## config.mk

```make
export PLATFORM = sky130hd
export DESIGN_NAME = reg_wb_arbiter
export DESIGN_NICKNAME = d
export VERILOG_FILES = /design/src/rtl/reg_wb_arbiter_pkg.sv /design/src/rtl/reg_wb_arbiter_wb_slot.sv /design/src/rtl/reg_wb_arbiter.sv
export SDC_FILE = /design/constraint.sdc
export NUM_CORES = 1
export LEC_CHECK = 0
export ABC_AREA = 1
export BUFFER_PORTS_ARGS = -buffer_cell sky130_fd_sc_hd__buf_2
export CAP_MARGIN = 30
export CORE_ASPECT_RATIO = 0.7
export CORE_MARGIN = 3
export CORE_UTILIZATION = 32
export DETAILED_ROUTE_END_ITERATION = 6
export GPL_TIMING_DRIVEN = 0
export PLACE_DENSITY = 0.48
export SLEW_MARGIN = 20
export SYNTH_ARGS = -nofsm -noshare
export SYNTH_HDL_FRONTEND = slang
export SYNTH_SLANG_ARGS = --single-unit
```

## constraint.sdc

```tcl
create_clock -name CLK -period 2.8 [get_ports CLK]
set_clock_uncertainty 0.2 [all_clocks]
set_input_delay 0.7 -clock CLK [delete_from_list [all_inputs] [get_ports CLK]]
set_output_delay 0.7 -clock CLK [all_outputs]
set_load 0.005 [all_outputs]
```

## src/rtl/reg_wb_arbiter_pkg.sv

```systemverilog
// Shared definitions for the register-file writeback arbiter.
// Provides the default widths, the requester IDs, the round-robin pointer type,
// the per-entry age stamp type and its saturating increment.
package reg_wb_arbiter_pkg;

  localparam int DEFAULT_DATA_W = 8;
  localparam int DEFAULT_ADDR_W = 3;
  localparam int DEFAULT_NREG   = 8;

  localparam logic REQ_A = 1'b0;
  localparam logic REQ_B = 1'b1;

  typedef enum logic {
    RR_A = REQ_A,
    RR_B = REQ_B
  } rr_t;

  typedef logic [1:0] age_t;

  localparam age_t AGE_MAX = 2'd3;

  // An entry never waits more than one cycle behind the other side, so a
  // saturating 2-bit count is enough to keep "older" unambiguous.
  function automatic age_t age_inc(input age_t a);
    return (a == AGE_MAX) ? a : age_t'(a + 2'd1);
  endfunction

endpackage

```

## src/rtl/reg_wb_arbiter_wb_slot.sv

```systemverilog
// wb_slot: one-entry writeback holding buffer.
// Ports:
//   CLK, RESET        clock, synchronous active-high reset (clears full/age)
//   accept            load in_addr/in_data this edge (takes priority over drain)
//   drain             entry is being written out this edge
//   in_addr, in_data  incoming request
//   full              entry holds a pending write
//   addr, data        buffered destination register and value
//   age               cycles waited since acceptance (saturating)
module wb_slot
  import reg_wb_arbiter_pkg::*;
#(
  parameter int DATA_W = DEFAULT_DATA_W,
  parameter int ADDR_W = DEFAULT_ADDR_W
) (
  input  logic              CLK,
  input  logic              RESET,
  input  logic              accept,
  input  logic              drain,
  input  logic [ADDR_W-1:0] in_addr,
  input  logic [DATA_W-1:0] in_data,
  output logic              full,
  output logic [ADDR_W-1:0] addr,
  output logic [DATA_W-1:0] data,
  output age_t              age
);

  // Control state: occupancy and age.  A refill on the same edge as a drain
  // keeps the slot full with the new entry and restarts its age.
  always_ff @(posedge CLK) begin
    if (RESET) begin
      full <= 1'b0;
      age  <= '0;
    end else if (accept) begin
      full <= 1'b1;
      age  <= '0;
    end else if (drain) begin
      full <= 1'b0;
      age  <= '0;
    end else if (full) begin
      age  <= age_inc(age);
    end
  end

  // Payload only: qualified by full, so it needs no reset.
  always_ff @(posedge CLK) begin
    if (accept) begin
      addr <= in_addr;
      data <= in_data;
    end
  end

endmodule

```

## src/rtl/reg_wb_arbiter.sv

```systemverilog
// reg_wb_arbiter: shares the register file's single write port between the
// ALU writeback (A) and the load writeback (B).  Each side is buffered in a
// wb_slot; the older buffered entry wins, same-edge arrivals alternate
// through rr_ptr.  An entry accepted at edge N is driven on the port after
// edge N+1 (one cycle later if the other side is older).
// Ports:
//   CLK, RESET                 clock, synchronous active-high reset
//   A_VALID/A_ADDR/A_DATA      ALU writeback request, A_READY handshake
//   B_VALID/B_ADDR/B_DATA      load writeback request, B_READY handshake
//   WRITE/INADDRESS/IN         registered register-file write port
//   PENDING                    per-register "write buffered or on the port"
module reg_wb_arbiter
  import reg_wb_arbiter_pkg::*;
#(
  parameter int DATA_W = DEFAULT_DATA_W,
  parameter int ADDR_W = DEFAULT_ADDR_W,
  parameter int NREG   = DEFAULT_NREG
) (
  input  logic              CLK,
  input  logic              RESET,
  input  logic              A_VALID,
  input  logic [ADDR_W-1:0] A_ADDR,
  input  logic [DATA_W-1:0] A_DATA,
  output logic              A_READY,
  input  logic              B_VALID,
  input  logic [ADDR_W-1:0] B_ADDR,
  input  logic [DATA_W-1:0] B_DATA,
  output logic              B_READY,
  output logic              WRITE,
  output logic [ADDR_W-1:0] INADDRESS,
  output logic [DATA_W-1:0] IN,
  output logic [NREG-1:0]   PENDING
);

  logic              full_a, full_b;
  logic [ADDR_W-1:0] addr_a, addr_b;
  logic [DATA_W-1:0] data_a, data_b;
  age_t              age_a, age_b;
  logic              grant_a, grant_b, tie;
  logic              accept_a, accept_b;
  rr_t               rr_ptr;

  wb_slot #(.DATA_W(DATA_W), .ADDR_W(ADDR_W)) u_slot_a (
    .CLK     (CLK),
    .RESET   (RESET),
    .accept  (accept_a),
    .drain   (grant_a),
    .in_addr (A_ADDR),
    .in_data (A_DATA),
    .full    (full_a),
    .addr    (addr_a),
    .data    (data_a),
    .age     (age_a)
  );

  wb_slot #(.DATA_W(DATA_W), .ADDR_W(ADDR_W)) u_slot_b (
    .CLK     (CLK),
    .RESET   (RESET),
    .accept  (accept_b),
    .drain   (grant_b),
    .in_addr (B_ADDR),
    .in_data (B_DATA),
    .full    (full_b),
    .addr    (addr_b),
    .data    (data_b),
    .age     (age_b)
  );

  // Oldest-first keeps same-register writes in acceptance order; only
  // same-edge arrivals (equal age) fall back to round-robin.
  always_comb begin
    grant_a = 1'b0;
    grant_b = 1'b0;
    tie     = 1'b0;
    if (!RESET) begin
      if (full_a && full_b) begin
        if (age_a > age_b) begin
          grant_a = 1'b1;
        end else if (age_b > age_a) begin
          grant_b = 1'b1;
        end else begin
          tie = 1'b1;
          if (rr_ptr == RR_A) grant_a = 1'b1;
          else                grant_b = 1'b1;
        end
      end else if (full_a) begin
        grant_a = 1'b1;
      end else if (full_b) begin
        grant_b = 1'b1;
      end
    end
  end

  // A draining slot can take a new entry on the same edge.
  assign A_READY  = !RESET && (!full_a || grant_a);
  assign B_READY  = !RESET && (!full_b || grant_b);
  assign accept_a = A_VALID && A_READY;
  assign accept_b = B_VALID && B_READY;

  always_ff @(posedge CLK) begin
    if (RESET) begin
      rr_ptr <= RR_A;
    end else if (tie) begin
      rr_ptr <= (rr_ptr == RR_A) ? RR_B : RR_A;
    end
  end

  // Write-port register stage.
  always_ff @(posedge CLK) begin
    if (RESET) begin
      WRITE     <= 1'b0;
      INADDRESS <= '0;
      IN        <= '0;
    end else if (grant_a) begin
      WRITE     <= 1'b1;
      INADDRESS <= addr_a;
      IN        <= data_a;
    end else if (grant_b) begin
      WRITE     <= 1'b1;
      INADDRESS <= addr_b;
      IN        <= data_b;
    end else begin
      WRITE     <= 1'b0;
    end
  end

  // Scoreboard decoded from registered state only, so hazard logic sees no
  // combinational path from the request inputs.
  always_comb begin
    PENDING = '0;
    for (int r = 0; r < NREG; r++) begin
      PENDING[r] = (full_a && (addr_a == ADDR_W'(r))) ||
                   (full_b && (addr_b == ADDR_W'(r))) ||
                   (WRITE  && (INADDRESS == ADDR_W'(r)));
    end
  end

endmodule

```

### Yosys cells after proc, flatten, opt, wreduce, memory -nomap -nowiden

Cells that the tools add are included.

| operators by class | value |
|---|---|
| divide/modulo/power cells | 0 |
| shifts and indexed selects | 0 |
| muxes and demuxes | 27 |
| $add $sub $neg | 2 |
| $lt $le $gt $ge | 2 |
| eq/ne operators | 23 |
| reduce and logical (&&, ||, !) cells | 60 |
| bitwise gates (word level) | 2 |
| multiply operators | 0 |

Operators with widths:

| kind | number |
|---|---|
| equality test 3 bit, second input constant | 12 |
| logical AND 1 bit | 29 |
| 2-to-1 mux 1 bit | 23 |
| equality test 3 x 2 -> 1 bit, second input constant | 6 |
| logical OR 1 bit | 18 |
| 2-to-1 mux 8 bit | 2 |
| equality test 3 x 1 -> 1 bit, second input constant | 3 |
| logical NOT 3 bit | 3 |
| 2-to-1 mux 3 bit | 2 |
| nonzero test 2 bit | 3 |
| OR reduction 3 bit | 2 |
| adder 2 x 1 -> 2 bit, second input constant | 2 |
| equality test 2 bit, second input constant | 2 |
| greater-than comparator 2 bit | 2 |
| AND reduction 2 bit | 2 |
| logical NOT 1 bit | 3 |
| inverter 1 bit | 2 |

| storage, ports and cells | value |
|---|---|
| memories kept | 0 |
| bits in latches | 0 |
| input bits | 26 |
| output and inout bits | 22 |
| bits in writable memories | 0 |
| memory bits (read-only) | 0 |
| logic and storage cells | 128 |
| flip-flop bits (word level) | 41 |

### Depth between registers and ports, before layout

| logic depth | value |
|---|---|
| depth after elaboration | 9 |
| mapped depth | 11 |

### Modules after synthesis

Synthesis repeated with hierarchy kept, for this count alone.

| second synthesis, totals | value |
|---|---|
| cell total of the unflattened synthesis | 236 |
| area total of the unflattened synthesis | 2,013.2 um2 |

By module, submodules not included:

| module | cells an instance | sequential area each (um2) | times used | area each (um2) |
|---|---|---|---|---|
| reg_wb_arbiter | 176 | 260.2 | 1 | 1,079.8 |
| wb_slot | 30 | 390.4 | 2 | 466.7 |

### Least setup slack after synthesis

OpenSTA, ideal clock, no wires.

| path | value |
|---|---|
| path type | register to register |
| start | register u_slot_a.age[1] |
| end | register u_slot_b.addr[0] (enable) |
| period minus slack after synthesis | 2,413 ps |
| stages on the path, launching flop included | 9 |
| data arrival time | 1,820 ps |
| library setup time | 393 ps |
| setup slack | 387 ps |
| path through | dfxtp_1 inv_1 ha_1 nand2_1 nand2_1 nand2_1 nand2_1 inv_1 nor3_1 |

| between the ends | value |
|---|---|
| longest elaborated chain between the ends | 8 |
| elaborated cells on any way between the ends | 9 |
| classes of those cells | 2 x order compare; 4 x mux; 3 x reduce/logical |

Ends and longest elaborated chain:

| what | line | RTL |
|---|---|---|
| start, declared | reg_wb_arbiter_wb_slot.sv:25 | `output age_t age` |
| start signal, assigned | reg_wb_arbiter_wb_slot.sv:41 | `age <= age_inc(age);` |
| greater-than comparator 2 bit | reg_wb_arbiter.sv:79 | `end else if (age_b > age_a) begin` |
| 2-to-1 mux 1 bit | reg_wb_arbiter.sv:79 |  |
| 2-to-1 mux 1 bit (*) | reg_wb_arbiter.sv:77 | `if (age_a > age_b) begin` |
| 2-to-1 mux 1 bit (*) | reg_wb_arbiter.sv:76 | `if (full_a && full_b) begin` |
| 2-to-1 mux 1 bit (*) | reg_wb_arbiter.sv:75 | `if (!RESET) begin` |
| logical OR 1 bit (*) | reg_wb_arbiter.sv:96 | `assign B_READY = !RESET && (!full_b \|\| grant_b);` |
| logical AND 1 bit (*) | reg_wb_arbiter.sv:96 |  |
| logical AND 1 bit (*) | reg_wb_arbiter.sv:98 | `assign accept_b = B_VALID && B_READY;` |
| named net accept_b | reg_wb_arbiter.sv:40 | `logic accept_a, accept_b;` |
| end signal, assigned | reg_wb_arbiter_wb_slot.sv:48 | `addr <= in_addr;` |
| end, declared | reg_wb_arbiter_wb_slot.sv:23 | `output logic [ADDR_W-1:0] addr,` |

The timed path passes the listed nets; every way through them passes the cells marked *.
A chain may end at the register's enable or synchronous reset.

### Worst setup path in the final report

| path | value |
|---|---|
| start | register u_slot_a.age[1] |
| end | output port B_READY |

| between the ends | value |
|---|---|
| longest elaborated chain between the ends | 7 |
| elaborated cells on any way between the ends | 8 |
| classes of those cells | 2 x order compare; 4 x mux; 2 x reduce/logical |

Ends and longest elaborated chain:

| what | line | RTL |
|---|---|---|
| greater-than comparator 2 bit | reg_wb_arbiter.sv:79 |  |
| 2-to-1 mux 1 bit | reg_wb_arbiter.sv:79 |  |
| 2-to-1 mux 1 bit (*) | reg_wb_arbiter.sv:77 |  |
| 2-to-1 mux 1 bit (*) | reg_wb_arbiter.sv:76 |  |
| 2-to-1 mux 1 bit (*) | reg_wb_arbiter.sv:75 |  |
| logical OR 1 bit (*) | reg_wb_arbiter.sv:96 |  |
| logical AND 1 bit (*) | reg_wb_arbiter.sv:96 |  |
| end, declared | reg_wb_arbiter.sv:28 | `output logic B_READY,` |

Every way passes the cells marked *; elsewhere a longest branch is shown, timed or not.

==> metrics <==
Seq cells post-synth=41; Post-Synth XOR/XNOR Area=0.900%; Post-CTS Setup Inserts=0; share of layout cells above drive strength 1=24.6%; clock-pin slew on the worst setup and hold paths=90 ps; H-tree levels=2; maximum clock frequency=0.385 GHz; CP max-delay cell=dfxtp_1; Layout fillers=614; Setup crit start=u_slot_a.age[1]; drt wl/cell=12.6 um; Root Driver=clkbuf_8; CTS Sinks=41; Worst VDD drop=0.000190 V; relative slew slack=68.0%; vias in the first global route=1525; via count=1623; Die Span X=99.2 um; CP peak stage delay=370 ps; Synth Warn #=0; worst-margin pin slew=480 ps; Worst Path Buf+Inv=3; initial antenna violation count=0; area grow syn2layout=22.0%; Compound-Gate Fraction of Synth Area=6.11%; Tcrit/Tclk final=92.8%; Synth area leader=edfxtp_1; Starting Density=33.5%; Core Area=5810 um^2; part of the Yosys area used for sequential elements=53.5%; main combinational cell family by area after synthesis=simple AND/OR/NAND/NOR gates; LEAKAGE=1.12 nW; reg2reg setup slack=680 ps; multiplexer share of the synthesized area=0%; PostCTS Resize Cnt=0; DRT antenna net count=0; worst-path cell chain=inv_1 -> ha_1 -> nand2_1 -> nand2_1 -> nand2_1 -> nand2_1 -> inv_1 -> nor2_1 -> buf_2; Inserted Diodes=0; Slew Viols, Final=0; Num CTS Buffers=5; worst-path maximum fanout=3; DRC=0; Crit Path Class=reg2out; worst min path class=reg2reg; final wirelength=4530 um; Placed Area=2280 um^2; status=finished clean; max-cap check violation count=0; CP arrival=1700 ps; mean area per synthesized cell=8.46 um^2; WHS=271 ps; startpoint types=flip-flop; Final Util=40.9%; Crit path required time=1900 ps; unrepaired setup endpoints after global routing=no; Gate Count Post-Synth=230; Synth cell types=29; most common cell after layout, fill and taps aside=nand2_1; top cells by area, synth=edfxtp_1, dfxtp_1, nand2_1, inv_1, nand3_1; Finished Cell Area=2380 um^2; CTS tree=yes; Worst R2R Start=u_slot_a.age[1]; global route total overflow=0; area share of the largest cell type after synthesis=33.9%; First DRT Iteration DRCs=57; Detailed Place HPWL=3470 um; GPL Wtd Cong=0.752; Final Hold Vio Count=0; Synth Area in Adders=2.57%; mapped cell area=1950 um^2; Worst-Skew Late Latency=300 ps; Power Dens Cells=518 nW/um^2; DIE HEIGHT=71.3 um; Hold Crit Start=IN[5]; family with the most delay on the worst path=simple AND/OR/NAND/NOR gates; Synth Area in Simple Gates=26.2%; hold buffer count at CTS=0; first-pass GRT wire length=7270 um; detail-routed via count per cell=4.51; number of enable flip-flop cells after synthesis=22; Min Clock Period, post-route=2600 ps; Die ar.=7070 um^2; Post-Syn Nets=260; Port Buf Inserts=46; Row Count=23; CP endpoint kind=output pin; drt pass-1 iters=5; ys async rst share=0%; commonest cells after routing, fill and taps aside=nand2_1, buf_2, inv_1; setup violators final=0; ys flop type=edfxtp_1; top-level port count=48; Most common cell on crit path=nand2_1; clock buffer depth=2; post-layout net count=314; largest net degree at the start of global routing=16; gr usage total=13.2%
-- worst register-to-register path: cells and delay by family, from the launching register on --
kind	cells	cell delay [ps]
AND/OR/NAND/NOR	5	430
buffers and inverters	3	460
flip-flops	1	370
adder cells (fa/ha/maj)	1	320
-- routing by layer --
metal,vias up,routed length (um),GRT usage [%]
met5,-,0,0
li1,852,-,-
met2,42,1830,19.4
met1,725,2390,18.8
met3,4,273,4.28
met4,0,38,3.64
-- area by class of cell --
cell class              count  area [um^2]  share of cell area, %
multi-input cells         141          702                   29.5
well taps                  75         93.8                   3.95
clock buffers               5         68.8                   2.90
repair buffers             47          238                   10.0
inverters                  40          150                   6.32
plain buffers               8         58.8                   2.47
clock inverters             3         23.8                   1.00
flip-flops and latches     41         1040                   43.8
-- kinds of logic after synthesis --
logic type,Yosys count
buf+inv,48
flops,41
compound gates,22
fa+ha+maj,4
xor+xnor,2
simple gates,113
-- Yosys cell counts, types with 2 or more instances --
cell,count
nand2_1,56
inv_1,37
edfxtp_1,22
nand3_1,20
dfxtp_1,19
nor2_1,18
a21oi_1,14
nand4_1,12
ha_1,4
o21ai_0,4
buf_6,3
inv_2,3
buf_1,2
-- state kept, by name, summed over array words and instances (netlist names) --
signal	count
IN	8
INADDRESS	3
WRITE	1
rr_ptr	1
u_slot_a.addr	3
u_slot_a.age	2
u_slot_a.data	8
u_slot_a.full	1
u_slot_b.addr	3
u_slot_b.age	2
u_slot_b.data	8
u_slot_b.full	1
-- path summary, 6_finish.rpt --
kind | to | cells past startpoint
worst max-delay path | B_READY | 9
worst min-delay path | IN[5] | 2
worst max register to register | u_slot_a.addr[1] | 9
worst min register to register | IN[5] | 2
-- per-stage QoR --
step                      power [mW]  std cells  setup slack [ps]  TNS (ps)
after floorplan                0.777        230               387         0
after global placement         0.836        351              -134     -1470
after detailed placement       0.839        352               312         0
after CTS                       1.24        360               189         0
after global routing            1.30        360              61.6         0
final                           1.23        360               202         0
-- power by group --
| part | leakage, nW | total (mW) | switching (mW) | internal, mW |
|---|---|---|---|---|
| clock | 0.0491 | 0.407 | 0.226 | 0.181 |
| sequential | 0.362 | 0.683 | 0.0188 | 0.664 |
| combinational | 0.706 | 0.142 | 0.0835 | 0.0582 |
(Power assumes the default switching activity.)
